File: src/rtl/seg7_disp_arbiter.sv
// seg7_disp_arbiter: fixed-priority owner selection for the shared 7-segment
// driver. A grant stays on screen for at least HOLD_CYC+1 cycles, and every
// owner change goes through one blank cycle that restarts the driver's scan.
//
// Handshake: i_req[n] is a level request, not a valid/ready pair. A requester
// owns the display when o_grant[n] is high. While it owns the display it may
// change its payload live. Once its request drops, the display keeps the last
// payload until the minimum hold time has elapsed.
module seg7_disp_arbiter #(
    parameter int unsigned HOLD_CYC = 50_000_000
) (
    input  logic       clk,
    input  logic       rst_n,
    input  logic [2:0] i_req,
    input  logic [2:0] i_mode,
    input  logic [2:0] i_op0,
    input  logic [2:0] i_op1,
    input  logic [2:0] i_op2,
    input  logic [3:0] i_dig0,
    input  logic [3:0] i_dig1,
    input  logic [3:0] i_dig2,
    output logic       o_en,
    output logic       o_disp_mode,
    output logic [2:0] o_op_code,
    output logic [3:0] o_digit_val,
    output logic [2:0] o_grant,
    output logic       o_busy
);
    localparam int CW = $clog2(HOLD_CYC + 1);

    typedef enum logic [1:0] {S_IDLE, S_SHOW, S_LINGER, S_BLANK} state_t;

    state_t        state_q, state_d;
    logic [1:0]    owner_q, owner_d;
    logic [CW-1:0] hold_cnt_q, hold_cnt_d;
    logic          en_q, en_d;
    logic          mode_q, mode_d;
    logic [2:0]    op_q, op_d;
    logic [3:0]    dig_q, dig_d;
    logic [2:0]    grant_q, grant_d;
    logic          busy_q, busy_d;

    logic [1:0]    win_idx;
    logic [1:0]    sel_idx;
    logic          sel_mode;
    logic [2:0]    sel_op;
    logic [3:0]    sel_dig;
    logic          held;
    logic          own_req;
    logic          higher_req;
    logic [CW-1:0] hold_cnt_inc;

    // Highest-priority requester (lowest set bit) plus owner-relative request views.
    always_comb begin
        win_idx = 2'd0;
        if (i_req[0])      win_idx = 2'd0;
        else if (i_req[1]) win_idx = 2'd1;
        else if (i_req[2]) win_idx = 2'd2;

        own_req    = 1'b0;
        higher_req = 1'b0;
        case (owner_q)
            2'd0:    begin own_req = i_req[0]; higher_req = 1'b0;      end
            2'd1:    begin own_req = i_req[1]; higher_req = i_req[0];  end
            2'd2:    begin own_req = i_req[2]; higher_req = |i_req[1:0]; end
            default: begin own_req = 1'b0;     higher_req = 1'b0;      end
        endcase

        held         = (hold_cnt_q == CW'(HOLD_CYC));
        hold_cnt_inc = held ? hold_cnt_q : hold_cnt_q + CW'(1);
        // A new grant loads the winner's payload; an existing grant reloads the owner's.
        sel_idx      = (state_q == S_IDLE || state_q == S_BLANK) ? win_idx : owner_q;
    end

    // Payload mux for the requester currently being loaded.
    always_comb begin
        sel_mode = 1'b0;
        sel_op   = 3'd0;
        sel_dig  = 4'd0;
        case (sel_idx)
            2'd0:    begin sel_mode = i_mode[0]; sel_op = i_op0; sel_dig = i_dig0; end
            2'd1:    begin sel_mode = i_mode[1]; sel_op = i_op1; sel_dig = i_dig1; end
            2'd2:    begin sel_mode = i_mode[2]; sel_op = i_op2; sel_dig = i_dig2; end
            default: begin sel_mode = 1'b0;      sel_op = 3'd0;  sel_dig = 4'd0;   end
        endcase
    end

    // Next-state and next-output logic; outputs are computed one state ahead so they leave flops.
    always_comb begin
        state_d    = state_q;
        owner_d    = owner_q;
        hold_cnt_d = hold_cnt_q;
        en_d       = en_q;
        mode_d     = mode_q;
        op_d       = op_q;
        dig_d      = dig_q;
        grant_d    = grant_q;

        case (state_q)
            S_IDLE, S_BLANK: begin
                if (i_req != 3'b000) begin
                    state_d    = S_SHOW;
                    owner_d    = win_idx;
                    hold_cnt_d = '0;
                    en_d       = 1'b1;
                    grant_d    = 3'b001 << win_idx;
                    mode_d     = sel_mode;
                    op_d       = sel_op;
                    dig_d      = sel_dig;
                end else begin
                    state_d    = S_IDLE;
                    hold_cnt_d = '0;
                    en_d       = 1'b0;
                    grant_d    = 3'b000;
                    mode_d     = 1'b0;
                    op_d       = 3'd0;
                    dig_d      = 4'd0;
                end
            end
            S_SHOW: begin
                hold_cnt_d = hold_cnt_inc;
                if (!own_req) begin
                    // Dropping the request before the hold time freezes the payload.
                    if (held) state_d = S_BLANK;
                    else      state_d = S_LINGER;
                end else if (higher_req && held) begin
                    state_d = S_BLANK;
                end else begin
                    mode_d = sel_mode;
                    op_d   = sel_op;
                    dig_d  = sel_dig;
                end
            end
            S_LINGER: begin
                hold_cnt_d = hold_cnt_inc;
                if (held) begin
                    state_d = S_BLANK;
                end else if (own_req) begin
                    // Owner came back: resume live updates, hold time keeps running.
                    state_d = S_SHOW;
                    mode_d  = sel_mode;
                    op_d    = sel_op;
                    dig_d   = sel_dig;
                end
            end
            default: begin
                state_d = S_IDLE;
            end
        endcase

        if (state_d == S_BLANK) begin
            hold_cnt_d = '0;
            en_d       = 1'b0;
            grant_d    = 3'b000;
            mode_d     = 1'b0;
            op_d       = 3'd0;
            dig_d      = 4'd0;
        end

        busy_d = (state_d != S_IDLE);
    end

    // State, hold counter and registered outputs; reset clears the display at once.
    always_ff @(posedge clk or negedge rst_n) begin
        if (!rst_n) begin
            state_q    <= S_IDLE;
            owner_q    <= 2'd0;
            hold_cnt_q <= '0;
            en_q       <= 1'b0;
            mode_q     <= 1'b0;
            op_q       <= 3'd0;
            dig_q      <= 4'd0;
            grant_q    <= 3'b000;
            busy_q     <= 1'b0;
        end else begin
            state_q    <= state_d;
            owner_q    <= owner_d;
            hold_cnt_q <= hold_cnt_d;
            en_q       <= en_d;
            mode_q     <= mode_d;
            op_q       <= op_d;
            dig_q      <= dig_d;
            grant_q    <= grant_d;
            busy_q     <= busy_d;
        end
    end

    assign o_en        = en_q;
    assign o_disp_mode = mode_q;
    assign o_op_code   = op_q;
    assign o_digit_val = dig_q;
    assign o_grant     = grant_q;
    assign o_busy      = busy_q;

endmodule

File: config.mk
export PLATFORM = sky130hd
export DESIGN_NAME = seg7_disp_arbiter
export DESIGN_NICKNAME = d
export VERILOG_FILES = /design/src/rtl/seg7_disp_arbiter.sv
export SDC_FILE = /design/constraint.sdc
export NUM_CORES = 1
export LEC_CHECK = 0
export ABC_AREA = 0
export CORE_MARGIN = 3
export CORE_UTILIZATION = 24
export DETAILED_ROUTE_END_ITERATION = 8
export PLACE_DENSITY = 0.42
export SLEW_MARGIN = 20
export SYNTH_ARGS = -nofsm -noshare
export SYNTH_HDL_FRONTEND = slang
export SYNTH_SLANG_ARGS = --single-unit
export TNS_END_PERCENT = 30
File: constraint.sdc
create_clock -name clk -period 6.5 [get_ports clk]
set_input_delay 0.975 -clock clk [delete_from_list [all_inputs] [get_ports clk]]
set_output_delay 0.975 -clock clk [all_outputs]
set_load 0.02 [all_outputs]
==> flow_summary_export.csv <==
group,metric,value,unit
status,status,"finished, final reports clean",
clock_network,tritoncts.num_buffers,5,
synthesis,synthDominantCellAreaShare,45.2,%
clock_network,cts_max_level,2,
clock_network,cts.hold.buffers_added,0,
placement,place_inst,410,
die,floorplan.die.height,106,µm
sta,fin_crit_sh,49.9,%
die,fp.dieW,106,µm
die,fp-row-count,35,
global_routing,grt-busiest-layer,"met2",
power_and_ir_drop,power_leakage,0.00122,µW
placement,gp_routability_congestion,0.795,
clock_network,clock-root-buffer,"clkbuf_8",
clock_network,cts_tree,"built",
detailed_routing,antenna_nets_post_route,0,
sta,rsz0062_at_grt,"no",
synthesis,yosys-top-cells-area,"dfrtp_1 45%, nor2_1 7.9%, mux2i_1 7.1%",
setup_path,cp_num_buf_inv,1,
sta,achievable-frequency,308,MHz
detailed_routing,postRouteWirelength,5.48,mm
die,initial_utilization,25.2,%
sta,finalHoldViolCount,0,
worst_hold_path,hold_path_depth,2,
global_routing,routing_usage_on_met2,15.1,%
synthesis,post_synthesis_register_bit_count,43,
power_and_ir_drop,power_per_cell_area,360,nW/µm²
setup_path,cp_cell_sequence,"clkdlybuf4s50_1 -> a222oi_1 -> nor2_1 -> maj3_1 -> o22ai_2 -> o21bai_4 -> o21ai_0",
detailed_routing,first_iter_violations,86,
setup_path,end_kind,"register",
finish,antenna_cells_inserted,0,
synthesis,synthesis.area_per_instance,9.76,µm²
setup_path,timing.critical_path.required,6.72,ns
sta,timing_max_transition_violations_final,0,
synthesis,post_synth_instance_area,2380,µm²
finish,final_cells,418,
global_routing,grt.total_usage,10.4,%
worst_hold_path,hold_path_class,"reg2reg",
detailed_routing,vias_per_cell,4.41,
synthesis,synthArstFlopShare,100,%
setup_path,worstSetupPathType,"in2reg",
synthesis,post_synth_most_frequent_cells,"50 x nor2_1, 43 x dfrtp_1, 17 x mux2i_1",
setup_path,start_kind,"input pin",
global_routing,grt_max_degree,44,
synthesis,synth_cell_types,39,
detailed_routing,wire_per_inst,13.1,µm
synthesis,synth.most_common_cell,"nor2_1",
sta,fin_worst_skew,0.00819,ns
global_routing,first_global_vias,1848,
die,io_pins,42,
setup_path,path_max_fanout,28,
global_routing,grt_use_met1,14.6,%
global_routing,globalRouteOverflowTotal,0,
placement,portBuffers,41,
die,floorplan.die_area,11200,µm²
setup_path,worstRegToRegCells,8,
clock_network,post_cts.resized_instances,0,
clock_network,cts_max_path_buffers,2,
clock_network,clkLatencyLatePin,0.30,ns
detailed_routing,dr.pass1.iters,4,
flow_run,maxCapViolCount,0,
setup_path,crit_path_leading_delay_family,"compound AO/OA/AOI/OAI gates",
synthesis,synthCells,244,
global_routing,grtUsageMet3,3.55,%
clock_network,clock_sink_count,43,
synthesis,synth_enable_flop_cells,0,
finish,layout-area-overhead-vs-synth,27.0,%
sta,timing.final.setup_violations,0,
finish,drive_gt1_share,6.23,%
detailed_routing,drc,0,
setup_path,timing.reg2reg.setup_slack,3.71,ns
clock_network,post-cts-setup-buffers,0,
detailed_routing,detailroute.via_count,1843,
setup_path,critPathMaxStageDelay,0.61,ns
synthesis,synth-warning-count,0,
sta,slew-limit-headroom,34.8,%
global_routing,first_pass_grt_wire_length,9.49,mm
sta,finalCriticalPeriod,3.24,ns
sta,timing.setup.tns,0,ns
setup_path,number_of_cells_on_the_critical_path,7,
sta,tightestPinTransition,0.968,ns
synthesis,net_count_after_synthesis,281,
die,core_area,9460,µm²
synthesis,synth_top_flop_cell,"dfrtp_1",
setup_path,critical_path.slowest_cell,"a222oi_1",
synthesis,yosys_top_cell_by_area,"dfrtp_1",
power_and_ir_drop,ir_worst_vdd,0.129,mV
finish,finalNetCount,325,
placement,post-dp-hpwl,3.95,mm
setup_path,worstPathArrival,3.46,ns
synthesis,synth.yosys.seq_area_share,45.2,%
clock_network,worst_setup_hold_path_clk_slew,0.09,ns
global_routing,antenna_found_initial,0,
## where the power goes
group | switching, µW | leakage (µW) | internal (µW)
Clock | 95.4 | 0.0000412 | 75.2
Combinational | 318 | 0.000606 | 230
Sequential | 42.5 | 0.000569 | 328
Total | 456 | 0.00122 | 634
## cells by family after synthesis
kind of cell | count (synthesis) | share of synthesized area, %
adders and majority gates | 9 | 4.62
muxes | 17 | 7.14
and+or+nand+nor | 104 | 21.9
AOI/OAI and AO/OA | 32 | 9.87
buffers and inverters | 15 | 2.47
DFF | 43 | 45.2
xor gates and xnor gates | 24 | 8.82
## metrics by stage
stage,setup WS (ns),total power (µW),hold slack [ns],util (%),instance area (µm²)
6_report,3.26,1090,0.527,32.0,3030
5_1_grt,3.04,1190,0.558,32.0,3030
4_1_cts,3.25,1120,0.534,32.0,3020
3_5_place_dp,2.93,940,0.514,31.1,2940
3_3_place_gp,2.77,932,0.505,31.0,2930
2_1_floorplan,3.81,741,0.498,-,2380
## sequential cells by signal, summed over array words and instances, names as in the netlist
| register | count |
|---|---|
| o_en | 1 |
| owner_q | 2 |
| o_digit_val | 4 |
| o_op_code | 3 |
| o_busy | 1 |
| o_grant | 3 |
| hold_cnt_q | 26 |
| state_q | 2 |
| o_disp_mode | 1 |
## area by class of cell
class	count	area, µm²
Clock buffer	6	72.6
Clock inverter	2	12.5
Fill cell	1011	6430
Inverter	11	41.3
Multi-Input combinational cell	186	1250
Sequential cell	43	1080
Tap cell	129	161
Timing Repair Buffer	41	408
## worst register-to-register path, delay by kind of cell, from the launching register on
family                     cells  cell delay (ns)
DFF                            1             0.43
AOI/OAI and AO/OA              3             1.09
buffers and inverters          1             0.11
adders and majority gates      1             0.15
and+or+nand+nor                3             0.89
## worst paths after layout
kind / startpoint / to
max: i_req[2] / o_grant[1]
min: o_digit_val[1] / o_digit_val[1]
max reg2reg: hold_cnt_q[0] / o_grant[1]
min reg2reg: o_digit_val[1] / o_digit_val[1]
max in group asynchronous: rst_n / hold_cnt_q[15]
min in group asynchronous: rst_n / owner_q[1]
## metal layers
metal | wire [µm] | part of all wire (%)
met1 | 2740 | 50
met2 | 2290 | 42
met3 | 395 | 7.2
met4 | 55 | 1.0
met5 | 0 | 0
## placed cells by master (no fill, tap or decap), types with 8 or more instances in the layout
master and n:
clkdlybuf4s50_1 40, dfrtp_1 43, ha_1 8, inv_1 11
mux2i_1 17, nand2_1 14, nand3_1 9, nand4_1 9
nor2_1 50, o21ai_0 10, o2bb2ai_1 8, xnor2_1 14
xor2_1 10
No activity file was read; power rests on OpenSTA's default activity.
